--- config.mk ---
export PLATFORM = sky130hd
export DESIGN_NAME = pipelined_ctrl_unit
export DESIGN_NICKNAME = d
export VERILOG_FILES = /design/src/rtl/ctrl_pkg.sv /design/src/rtl/ctrl_decoder.sv /design/src/rtl/pipelined_ctrl_unit.sv
export SDC_FILE = /design/constraint.sdc
export NUM_CORES = 1
export LEC_CHECK = 0
export BUFFER_PORTS_ARGS = -buffer_cell sky130_fd_sc_hd__buf_4
export CORE_MARGIN = 8
export CORE_UTILIZATION = 44
export CTS_BUF_LIST = sky130_fd_sc_hd__clkbuf_4
export DETAILED_ROUTE_END_ITERATION = 8
export GPL_TIMING_DRIVEN = 0
export PLACE_DENSITY = 0.77
export SYNTH_ARGS = -nofsm -noshare
export SYNTH_HDL_FRONTEND = slang
export SYNTH_SLANG_ARGS = --single-unit
--- constraint.sdc ---
create_clock -name i_clk -period 1.97 [get_ports i_clk]
set_input_delay 0.0985 -clock i_clk [delete_from_list [all_inputs] [get_ports i_clk]]
set_output_delay 0.0985 -clock i_clk [all_outputs]
set_load 0.05 [all_outputs]
--- src/rtl/ctrl_pkg.sv ---
// Shared constants for the ID-stage control unit: opcodes,
// control-word bit positions, FSM state encoding, decode bundle.
package ctrl_pkg;

   localparam logic [6:0] OP_R      = 7'b0110011;
   localparam logic [6:0] OP_IMM    = 7'b0010011;
   localparam logic [6:0] OP_JALR   = 7'b1100111;
   localparam logic [6:0] OP_SYSTEM = 7'b1110011;
   localparam logic [6:0] OP_LOAD   = 7'b0000011;
   localparam logic [6:0] OP_STORE  = 7'b0100011;
   localparam logic [6:0] OP_BRANCH = 7'b1100011;
   localparam logic [6:0] OP_LUI    = 7'b0110111;
   localparam logic [6:0] OP_AUIPC  = 7'b0010111;
   localparam logic [6:0] OP_JAL    = 7'b1101111;

   localparam int CB_REG_WRITE  = 0;
   localparam int CB_MEM_READ   = 1;
   localparam int CB_MEM_WRITE  = 2;
   localparam int CB_ALU_SRC    = 3;
   localparam int CB_MEM_TO_REG = 4;
   localparam int CB_BRANCH     = 5;
   localparam int CB_JUMP       = 6;
   localparam int CB_ALU_OP_LO  = 7;
   localparam int CB_ALU_OP_HI  = 8;
   localparam int CB_PC_ALU     = 9;
   localparam int CB_ZERO_RS1   = 10;

   localparam int NB_BASE_CTRL = 11;

   localparam logic [0:0] ST_RUN   = 1'b0;
   localparam logic [0:0] ST_DRAIN = 1'b1;

   typedef struct packed {
      logic [NB_BASE_CTRL-1:0] ctrl;
      logic                    known;
      logic                    use_rs1;
      logic                    use_rs2;
      logic                    is_system;
   } dec_t;

endpackage

--- src/rtl/ctrl_decoder.sv ---
// Pure combinational opcode decoder.
// in: i_opcode[6:0]; out: o_dec (control word, known, rs usage, system).
module ctrl_decoder
   import ctrl_pkg::*;
(
   input  logic [6:0] i_opcode,
   output dec_t       o_dec
);

   always_comb begin
      o_dec = '0;
      unique case (i_opcode)
         OP_R: begin
            o_dec.ctrl[CB_REG_WRITE] = 1'b1;
            o_dec.ctrl[CB_ALU_OP_HI] = 1'b1;
            o_dec.known              = 1'b1;
            o_dec.use_rs1            = 1'b1;
            o_dec.use_rs2            = 1'b1;
         end
         OP_IMM: begin
            o_dec.ctrl[CB_REG_WRITE] = 1'b1;
            o_dec.ctrl[CB_ALU_SRC]   = 1'b1;
            o_dec.ctrl[CB_ALU_OP_HI] = 1'b1;
            o_dec.known              = 1'b1;
            o_dec.use_rs1            = 1'b1;
         end
         OP_JALR: begin
            o_dec.ctrl[CB_REG_WRITE] = 1'b1;
            o_dec.ctrl[CB_ALU_SRC]   = 1'b1;
            o_dec.ctrl[CB_JUMP]      = 1'b1;
            o_dec.ctrl[CB_ALU_OP_HI] = 1'b1;
            o_dec.known              = 1'b1;
            o_dec.use_rs1            = 1'b1;
         end
         OP_SYSTEM: begin
            o_dec.ctrl[CB_REG_WRITE] = 1'b1;
            o_dec.ctrl[CB_ALU_SRC]   = 1'b1;
            o_dec.known              = 1'b1;
            o_dec.use_rs1            = 1'b1;
            o_dec.is_system          = 1'b1;
         end
         OP_LOAD: begin
            o_dec.ctrl[CB_REG_WRITE]  = 1'b1;
            o_dec.ctrl[CB_MEM_READ]   = 1'b1;
            o_dec.ctrl[CB_ALU_SRC]    = 1'b1;
            o_dec.ctrl[CB_MEM_TO_REG] = 1'b1;
            o_dec.known               = 1'b1;
            o_dec.use_rs1             = 1'b1;
         end
         OP_STORE: begin
            o_dec.ctrl[CB_MEM_WRITE] = 1'b1;
            o_dec.ctrl[CB_ALU_SRC]   = 1'b1;
            o_dec.known              = 1'b1;
            o_dec.use_rs1            = 1'b1;
            o_dec.use_rs2            = 1'b1;
         end
         OP_BRANCH: begin
            o_dec.ctrl[CB_BRANCH]    = 1'b1;
            o_dec.ctrl[CB_ALU_OP_LO] = 1'b1;
            o_dec.known              = 1'b1;
            o_dec.use_rs1            = 1'b1;
            o_dec.use_rs2            = 1'b1;
         end
         OP_LUI: begin
            o_dec.ctrl[CB_REG_WRITE] = 1'b1;
            o_dec.ctrl[CB_ALU_SRC]   = 1'b1;
            o_dec.ctrl[CB_ZERO_RS1]  = 1'b1;
            o_dec.known              = 1'b1;
         end
         OP_AUIPC: begin
            o_dec.ctrl[CB_REG_WRITE] = 1'b1;
            o_dec.ctrl[CB_ALU_SRC]   = 1'b1;
            o_dec.ctrl[CB_PC_ALU]    = 1'b1;
            o_dec.known              = 1'b1;
         end
         OP_JAL: begin
            o_dec.ctrl[CB_REG_WRITE] = 1'b1;
            o_dec.ctrl[CB_JUMP]      = 1'b1;
            o_dec.ctrl[CB_PC_ALU]    = 1'b1;
            o_dec.known              = 1'b1;
         end
         default: o_dec = '0;
      endcase
   end

endmodule

--- src/rtl/pipelined_ctrl_unit.sv ---
// ID-stage control unit: decode, load-use stall, SYSTEM drain FSM,
// registered ID/EX control word.
// Ports: i_clk, i_rst_n, i_valid, i_instr, i_flush -> o_ctrl, o_valid,
// o_rd, o_stall (comb), o_illegal (sticky).
// Option: CTRL_ILLEGAL_TRAP_EN turns unknown opcodes into bubbles
// and sets o_illegal; otherwise they pass with a zero control word.
module pipelined_ctrl_unit
   import ctrl_pkg::*;
#(
   parameter int NB_CTRL  = 11,
   parameter int NB_INSTR = 32,
   parameter int NB_REG   = 5,
   parameter int N_DRAIN  = 3
) (
   input  logic                i_clk,
   input  logic                i_rst_n,
   input  logic                i_valid,
   input  logic [NB_INSTR-1:0] i_instr,
   input  logic                i_flush,
   output logic [NB_CTRL-1:0]  o_ctrl,
   output logic                o_valid,
   output logic [NB_REG-1:0]   o_rd,
   output logic                o_stall,
   output logic                o_illegal
);

   localparam logic [3:0] DRAIN_INIT = 4'(N_DRAIN);

   dec_t dec;

   logic [NB_CTRL-1:0] ctrl_q, ctrl_d;
   logic               valid_q, valid_d;
   logic [NB_REG-1:0]  rd_q, rd_d;
   logic [0:0]         state_q, state_d;
   logic [3:0]         cnt_q, cnt_d;

   logic [NB_REG-1:0] rs1;
   logic [NB_REG-1:0] rs2;
   logic [NB_REG-1:0] rd;
   logic              load_use;
   logic              accept;
   logic              issue;

   ctrl_decoder u_dec (
      .i_opcode (i_instr[6:0]),
      .o_dec    (dec)
   );

   assign rs1 = i_instr[15 +: NB_REG];
   assign rs2 = i_instr[20 +: NB_REG];
   assign rd  = i_instr[7 +: NB_REG];

   // Only a load sitting in ID/EX can create a hazard; x0 never does.
   always_comb begin
      load_use = 1'b0;
      if (valid_q && ctrl_q[CB_MEM_READ] && rd_q != '0 && i_valid) begin
         load_use = (dec.use_rs1 && rs1 == rd_q) ||
                    (dec.use_rs2 && rs2 == rd_q);
      end
   end

   // Flush wins over any stall source.
   assign o_stall = !i_flush && (state_q == ST_DRAIN || load_use);
   assign accept  = i_valid && !o_stall && !i_flush;

`ifdef CTRL_ILLEGAL_TRAP_EN
   logic illegal_q, illegal_d;

   assign issue     = accept && dec.known;
   assign illegal_d = illegal_q || (accept && !dec.known);
   assign o_illegal = illegal_q;

   always_ff @(posedge i_clk or negedge i_rst_n) begin
      if (!i_rst_n) illegal_q <= 1'b0;
      else          illegal_q <= illegal_d;
   end
`else
   assign issue     = accept;
   assign o_illegal = 1'b0;
`endif

   always_comb begin
      ctrl_d  = '0;
      valid_d = 1'b0;
      rd_d    = '0;
      if (issue) begin
         ctrl_d  = NB_CTRL'(dec.ctrl);
         valid_d = 1'b1;
         rd_d    = rd;
      end
   end

   always_comb begin
      state_d = state_q;
      cnt_d   = cnt_q;
      if (i_flush) begin
         state_d = ST_RUN;
         cnt_d   = '0;
      end else begin
         case (state_q)
            ST_RUN: begin
               if (accept && dec.is_system) begin
                  state_d = ST_DRAIN;
                  cnt_d   = DRAIN_INIT;
               end
            end
            ST_DRAIN: begin
               cnt_d = cnt_q - 4'd1;
               if (cnt_q <= 4'd1) begin
                  state_d = ST_RUN;
                  cnt_d   = '0;
               end
            end
            default: begin
               state_d = ST_RUN;
               cnt_d   = '0;
            end
         endcase
      end
   end

   always_ff @(posedge i_clk or negedge i_rst_n) begin
      if (!i_rst_n) begin
         ctrl_q  <= '0;
         valid_q <= 1'b0;
         rd_q    <= '0;
         state_q <= ST_RUN;
         cnt_q   <= '0;
      end else begin
         ctrl_q  <= ctrl_d;
         valid_q <= valid_d;
         rd_q    <= rd_d;
         state_q <= state_d;
         cnt_q   <= cnt_d;
      end
   end

   assign o_ctrl  = ctrl_q;
   assign o_valid = valid_q;
   assign o_rd    = rd_q;

endmodule

==> metrics.yaml, run 1 <==
status: "finished, violations left"
violations: "setup timing"
grtUsageTotal: 0.1417
worstSetupPathType: "flop to output pin"
synth_ff_type: "dfrtp_1"
crit_arrival_ns: 1.90
fin_crit_sh: 1.016
grt_pass1_wl_mm: 5.009
synth-edff-count: 0
reg2reg_depth: 7
power_frac_comb: 0.239
multi_input_area_um2: 565.5
fin_ws_ns: -0.03205
cts_made_buffers: 3
slowest_stage: "or4_1"
crit_required_ns: 1.87
syn-num-nets: 159
max_freq_ghz: 0.4995
finalWirelength_mm: 2.983
num_io_pins: 55
drive_above_1_share: 0.3851
die_y_um: 66.76
startpoint: "o_rd[4]$_DFF_PN0_"
clkTransAtPathRegs_ns: 0.11
p_int_w: 0.0005834
h-tree-depth: 1
ys_seq_elements: 20
root_buffer: "clkbuf_4"
p_sw_frac: 0.2918
dr.pass1.iters: 4
p_clk_frac: 0.240
finClkSkew_ns: 0.002210
power.switching_w: 0.0002404
yosysUniqueCellTypes: 37
fin_area_um2: 1599
regArea_um2: 500.5
yosysTopAreaCell: "dfrtp_1"
power_density_nw_per_um2: 515.2
antenna_found_initial: 0
finalHoldViolCount: 0
rsz0062_at_grt: "true"
place_area_um2: 1471
vias_per_cell: 5.172
path_max_fanout: 4
drcViolationCount: 0
p_leak_nw: 0.8007
seqPwrFrac: 0.521
grt_max_degree: 21
r2r_slack_ns: 0.11
synth_area_um2: 1134
cts_tree: "built"
vias: 1055
start_util: 0.4618
synth.area.top_cells: "dfrtp_1, xnor2_1, inv_1"
timing.rr.end: "o_rd[2]$_DFF_PN0_"
place.gp.congestion: 0.7942
fillers: 212
dieArea_um2: 4456
max-cap-violations: 0
synth_top_area_share: 0.4415
insertion_delay_ns: 0.29
grt_pass1_vias: 1172
end_kind: "output pin"
num_antenna_cells: 0
drt-initial-drc-count: 26
yosys_warnings: 0
finalSetupViolations: 1
placementRows: 18
slew_viol_final: 0
port_buffers: 40
die_x_um: 66.76
power_w: 0.0008238
max_stage_delay_ns: 0.53
nNetsFinal: 213
clk_path_buf_depth: 2
core-area_um2: 2455
hp-class: "input port to flop"
ir_drop_uv: 415.9
grt_remaining_overflow: 0
wl_per_cell_um: 14.62
post-dp-hpwl_mm: 2.236
numClockSinks: 20
syn2layout_area_growth_pct: 41.06
ys_seq_area_frac: 0.4415
worstReg2RegStart: "o_rd[4]$_DFF_PN0_"
pre_cts_slack_ns: -0.03866
ant_nets: 0
endpoint: "o_stall"
path_cells: "or4_1 -> nor2_1 -> nor4_1 -> o21a_2 -> a21o_1 -> buf_6"
ys_async_sr_fraction: 1.000
synth.avg_cell_area_um2: 9.368
period_needed_ns: 2.002
netlist_instances: 121
start_kind: "flop"
cells by family (layout without fill, tap and decap cells):
family,count (synthesis),in the layout,synth area share
buffers and inverters,18,71,0.07726
AND/OR/NAND/NOR,49,49,0.2583
flip-flops,20,20,0.4415
AO/OA/AOI/OAI,20,20,0.1126
adder cells (fa/ha/maj),2,2,0.02207
XOR/XNOR,11,11,0.08499
other,1,1,0.003308
timing repair:
| action | CTS | global route |
|---|---|---|
| pin swaps | 3 | 1 |
| hold endpoints to repair | 22 | 1 |
| hold buffers | 3 | 1 |
| buffers inserted | 5 | 0 |
| resized for setup | 2 | 3 |
| setup endpoints to repair | 3 | 5 |
registers in the layout, indices dropped and copies added, names as in the netlist:
register  count
o_ctrl        9
o_rd          5
cnt_q         4
o_valid       1
state_q       1
placed cells by master (no fill, tap or decap), types with 2 or more instances in the layout:
cell,Yosys,routed
o21ai_0,7,7
nand2_1,7,7
clkbuf_4,0,3
nor4_1,4,3
nor2b_1,2,2
xor2_1,4,4
buf_4,3,47
inv_1,10,10
nand3_1,2,2
nor2_1,10,10
nand2b_1,4,4
xnor2_1,7,7
o211ai_1,4,4
ha_1,2,2
nor3_1,4,4
dlygate4sd3_1,0,4
a21oi_1,2,2
buf_6,1,2
clkbuf_1,3,3
dfrtp_1,20,20
a31oi_1,2,2
nor4b_2,1,2
nand4_1,2,2
nor2_2,5,5
layout make-up:
cell class / instances / area share
Inverter: 10 / 0.02347
Timing Repair Buffer: 49 / 0.2387
Multi-Input combinational cell: 83 / 0.3537
Tap cell: 30 / 0.02347
Clock buffer: 3 / 0.01408
Buffer: 8 / 0.03130
Clock inverter: 1 / 0.002347
Sequential cell: 20 / 0.3130
power groups by stage:
stage / combinational [W] / sequential, W / clock (W)
after floorplan: 0.0000858 / 0.000457 / 0
after global placement: 0.000174 / 0.000437 / 0
after detailed placement: 0.000180 / 0.000437 / 0
after CTS: 0.000193 / 0.000428 / 0.000204
after global routing: 0.000217 / 0.000430 / 0.000221
final: 0.000197 / 0.000429 / 0.000198
per-stage QoR:
stage	util	hold WS (ns)	setup TNS, ns	std cells
2_1_floorplan	-	-0.1971	0	121
3_3_place_gp	0.5994	-0.009100	0	191
3_5_place_dp	0.5994	-0.008136	-0.03866	191
4_1_cts	0.6391	0.001469	-0.04388	203
5_1_grt	0.6514	0.01549	-0.07363	204
6_report	0.6514	0.02148	-0.03205	204
worst min path at each step:
stage                                end  cells past startpoint        start
floorplan           cnt_q[0]$_DFFE_PN0P_                      0      i_rst_n
global placement    cnt_q[2]$_DFFE_PN0P_                      1      i_rst_n
detailed placement  cnt_q[2]$_DFFE_PN0P_                      1      i_rst_n
CTS                    o_rd[2]$_DFF_PN0_                      3   i_instr[9]
global route           o_rd[4]$_DFF_PN0_                      3  i_instr[11]
finish                 o_rd[2]$_DFF_PN0_                      3   i_instr[9]
critical path: cells and delay by family (launching register included):
kind                   cells  cell delay (ns)
AND/OR/NAND/NOR            3             0.72
flip-flops                 1             0.43
AO/OA/AOI/OAI              2             0.30
buffers and inverters      1             0.15
routing by layer:
| metal | vias up | global-route usage | wire length [um] | share of wire |
|---|---|---|---|---|
| met5 | - | 0 | 0 | 0 |
| met2 | 38 | 0.2473 | 1547 | 0.52 |
| li1 | 513 | - | - | - |
| met1 | 500 | 0.1453 | 1091 | 0.37 |
| met4 | 0 | 0.04000 | 17 | 0.0057 |
| met3 | 4 | 0.07047 | 327 | 0.11 |
Yosys cell counts, drive strengths merged, types with 3 or more instances:
cell	count
o21ai	7
buf	5
dfrtp	20
xnor2	7
inv	10
nor4	4
clkbuf	3
o211ai	4
xor2	4
nor3	4
nand2	7
nand2b	4
nor2	15
Power figures use the tool's default switching activity.
==> run 2, diff against run 1 <==
--- a/config.mk
+++ b/config.mk
@@ -7,11 +7,11 @@
 export LEC_CHECK = 0
 export BUFFER_PORTS_ARGS = -buffer_cell sky130_fd_sc_hd__buf_4
 export CORE_MARGIN = 8
-export CORE_UTILIZATION = 44
+export CORE_UTILIZATION = 47
 export CTS_BUF_LIST = sky130_fd_sc_hd__clkbuf_4
 export DETAILED_ROUTE_END_ITERATION = 8
 export GPL_TIMING_DRIVEN = 0
-export PLACE_DENSITY = 0.77
+export PLACE_DENSITY = 0.81
 export SYNTH_ARGS = -nofsm -noshare
 export SYNTH_HDL_FRONTEND = slang
 export SYNTH_SLANG_ARGS = --single-unit
==> metrics.yaml, run 2 (synthesized netlist as in run 1, its figures left out) <==
final_cells: 198
h-tree-depth: 1
cp_top_family: "simple AND/OR/NAND/NOR gates"
slew_viol_final: 0
start_kind: "flop"
rsz0062_at_grt: "true"
path_max_fanout: 4
dr.pass1.iters: 4
ir_drop_uv: 479.6
grt_remaining_overflow: 0
power.switching_w: 0.0002334
numClockSinks: 20
finalSetupViolations: 0
endpoint: "o_stall"
r2r_slack_ns: 0.11
path_depth: 6
worstReg2RegStart: "o_rd[1]$_DFF_PN0_"
max_freq_ghz: 0.5113
core-area_um2: 2255
status: "finished, final reports clean"
die_y_um: 65.11
cts_made_buffers: 3
port_buffers: 40
timing.rr.end: "o_ctrl[2]$_DFF_PN0_"
clk_path_buf_depth: 2
cts_tree: "built"
power_frac_comb: 0.199
final_cell_mix: "buf_4, dfrtp_1, inv_1, nor2_1"
power_density_nw_per_um2: 600.0
layout_commonest_cell: "buf_4"
drcViolationCount: 0
grtUsageTotal: 0.1273
p_clk_frac: 0.347
path_buf_inv: 1
placementRows: 17
vias: 998
place_area_um2: 1469
p_int_w: 0.0007109
fin_crit_sh: 0.9928
finalWirelength_mm: 2.605
insertion_delay_ns: 0.30
post-dp-hpwl_mm: 2.143
finalHoldViolCount: 0
place.gp.congestion: 0.7490
seqPwrFrac: 0.454
p_leak_nw: 0.7975
path_cells: "or4_1 -> nor2_1 -> nor4_1 -> o21a_2 -> a21o_1 -> buf_6"
crit_arrival_ns: 1.86
fillers: 179
max-cap-violations: 0
setup_tns_ns: 0
max_stage_delay_ns: 0.52
relSlewSlack: 0.5479
reg2reg_depth: 6
drive_above_1_share: 0.3765
dp.cells: 189
fin_area_um2: 1574
syn2layout_area_growth_pct: 38.85
hp-class: "input port to flop"
end_kind: "output pin"
die_x_um: 65.11
tightest_slew_ns: 0.6675
p_sw_frac: 0.2472
grt_pass1_wl_mm: 4.402
grt_max_degree: 21
nNetsFinal: 209
wl_per_cell_um: 13.16
holdWs_ns: 0.003128
largest_reg_flops: 9
crit_required_ns: 1.87
dieArea_um2: 4239
pre_cts_slack_ns: -0.08730
clkTransAtPathRegs_ns: 0.11
grt_pass1_vias: 1029
vias_per_cell: 5.040
num_io_pins: 55
slowest_stage: "or4_1"
worstSetupPathType: "flop to output pin"
root_buffer: "clkbuf_4"
startpoint: "o_rd[1]$_DFF_PN0_"
num_antenna_cells: 0
start_util: 0.5028
fin_ws_ns: 0.01414
finClkSkew_ns: 0.004731
period_needed_ns: 1.956
antenna_found_initial: 0
ant_nets: 0
drt-initial-drc-count: 41
[run 2: cell types whose count changed in the layout (fill, tap and decap cells not counted)]
cell	change
bufinv_16	+1
clkinv_1	-1
nor4_1	+1
nor4_2	-1
o311ai_2	-1
dlygate4sd3_1	-2
o311ai_1	+1
buf_4	-2
[run 2: worst min-delay path by stage]
stage	from	end	slack, ns	cells past startpoint
2_1_floorplan	i_rst_n	cnt_q[0]$_DFFE_PN0P_	-0.20	0
3_3_place_gp	i_rst_n	o_ctrl[3]$_DFF_PN0_	-0.01	1
3_5_place_dp	i_rst_n	o_ctrl[3]$_DFF_PN0_	-0.01	1
4_1_cts	i_instr[10]	o_rd[3]$_DFF_PN0_	0.002	3
5_1_grt	i_instr[10]	o_rd[3]$_DFF_PN0_	0.002	3
6_report	i_instr[10]	o_rd[3]$_DFF_PN0_	0.003	3
[run 2: worst reg2reg max path: stages, from the launching register on]
cell,delay [ns]
dfrtp_1,0.42
or4_1,0.52
nor2_1,0.11
nor4_1,0.06
o21a_2,0.14
nand3b_4,0.22
nor4_1,0.29
[run 2: power by group through the flow]
stage	Clock [W]	Sequential [W]	Combinational [W]
4_1_cts	0.000332	0.000429	0.000187
3_3_place_gp	0	0.000437	0.000175
5_1_grt	0.000356	0.000430	0.000207
3_5_place_dp	0	0.000437	0.000180
6_report	0.000328	0.000429	0.000188
2_1_floorplan	0	0.000457	0.0000858
[run 2: metal layers]
layer / up-vias / GRT usage / part of all wire
met5: - / 0 / 0
met4: 0 / 0.03270 / 0.0096
met1: 453 / 0.1482 / 0.42
li1: 504 / - / -
met3: 2 / 0.05085 / 0.096
met2: 39 / 0.2137 / 0.47
[run 2: final cells by class]
| type | count | area [um^2] | area share |
|---|---|---|---|
| clock inverter | 1 | 30.03 | 0.01908 |
| clock buffer | 3 | 22.52 | 0.01431 |
| tap | 28 | 35.03 | 0.02226 |
| sequential | 20 | 500.5 | 0.3180 |
| buffer | 8 | 50.05 | 0.03180 |
| multi-input combinational | 83 | 551.8 | 0.3506 |
| timing repair buffer | 45 | 346.6 | 0.2202 |
| inverter | 10 | 37.54 | 0.02385 |
[run 2: per-stage QoR]
stage	utilization	power, W
floorplan	-	0.0005424
global placement	0.6515	0.0006120
detailed placement	0.6515	0.0006168
CTS	0.6937	0.0009478
global route	0.6981	0.0009937
finish	0.6981	0.0009443
[run 2: what timing repair did]
item                                    CTS  global route
resized for setup                         3             0
endpoints found under the hold margin    20             1
pin swaps                                 0             0
buffers inserted                          3             0
hold buffers                              1             1
endpoints found under the setup margin    4             2
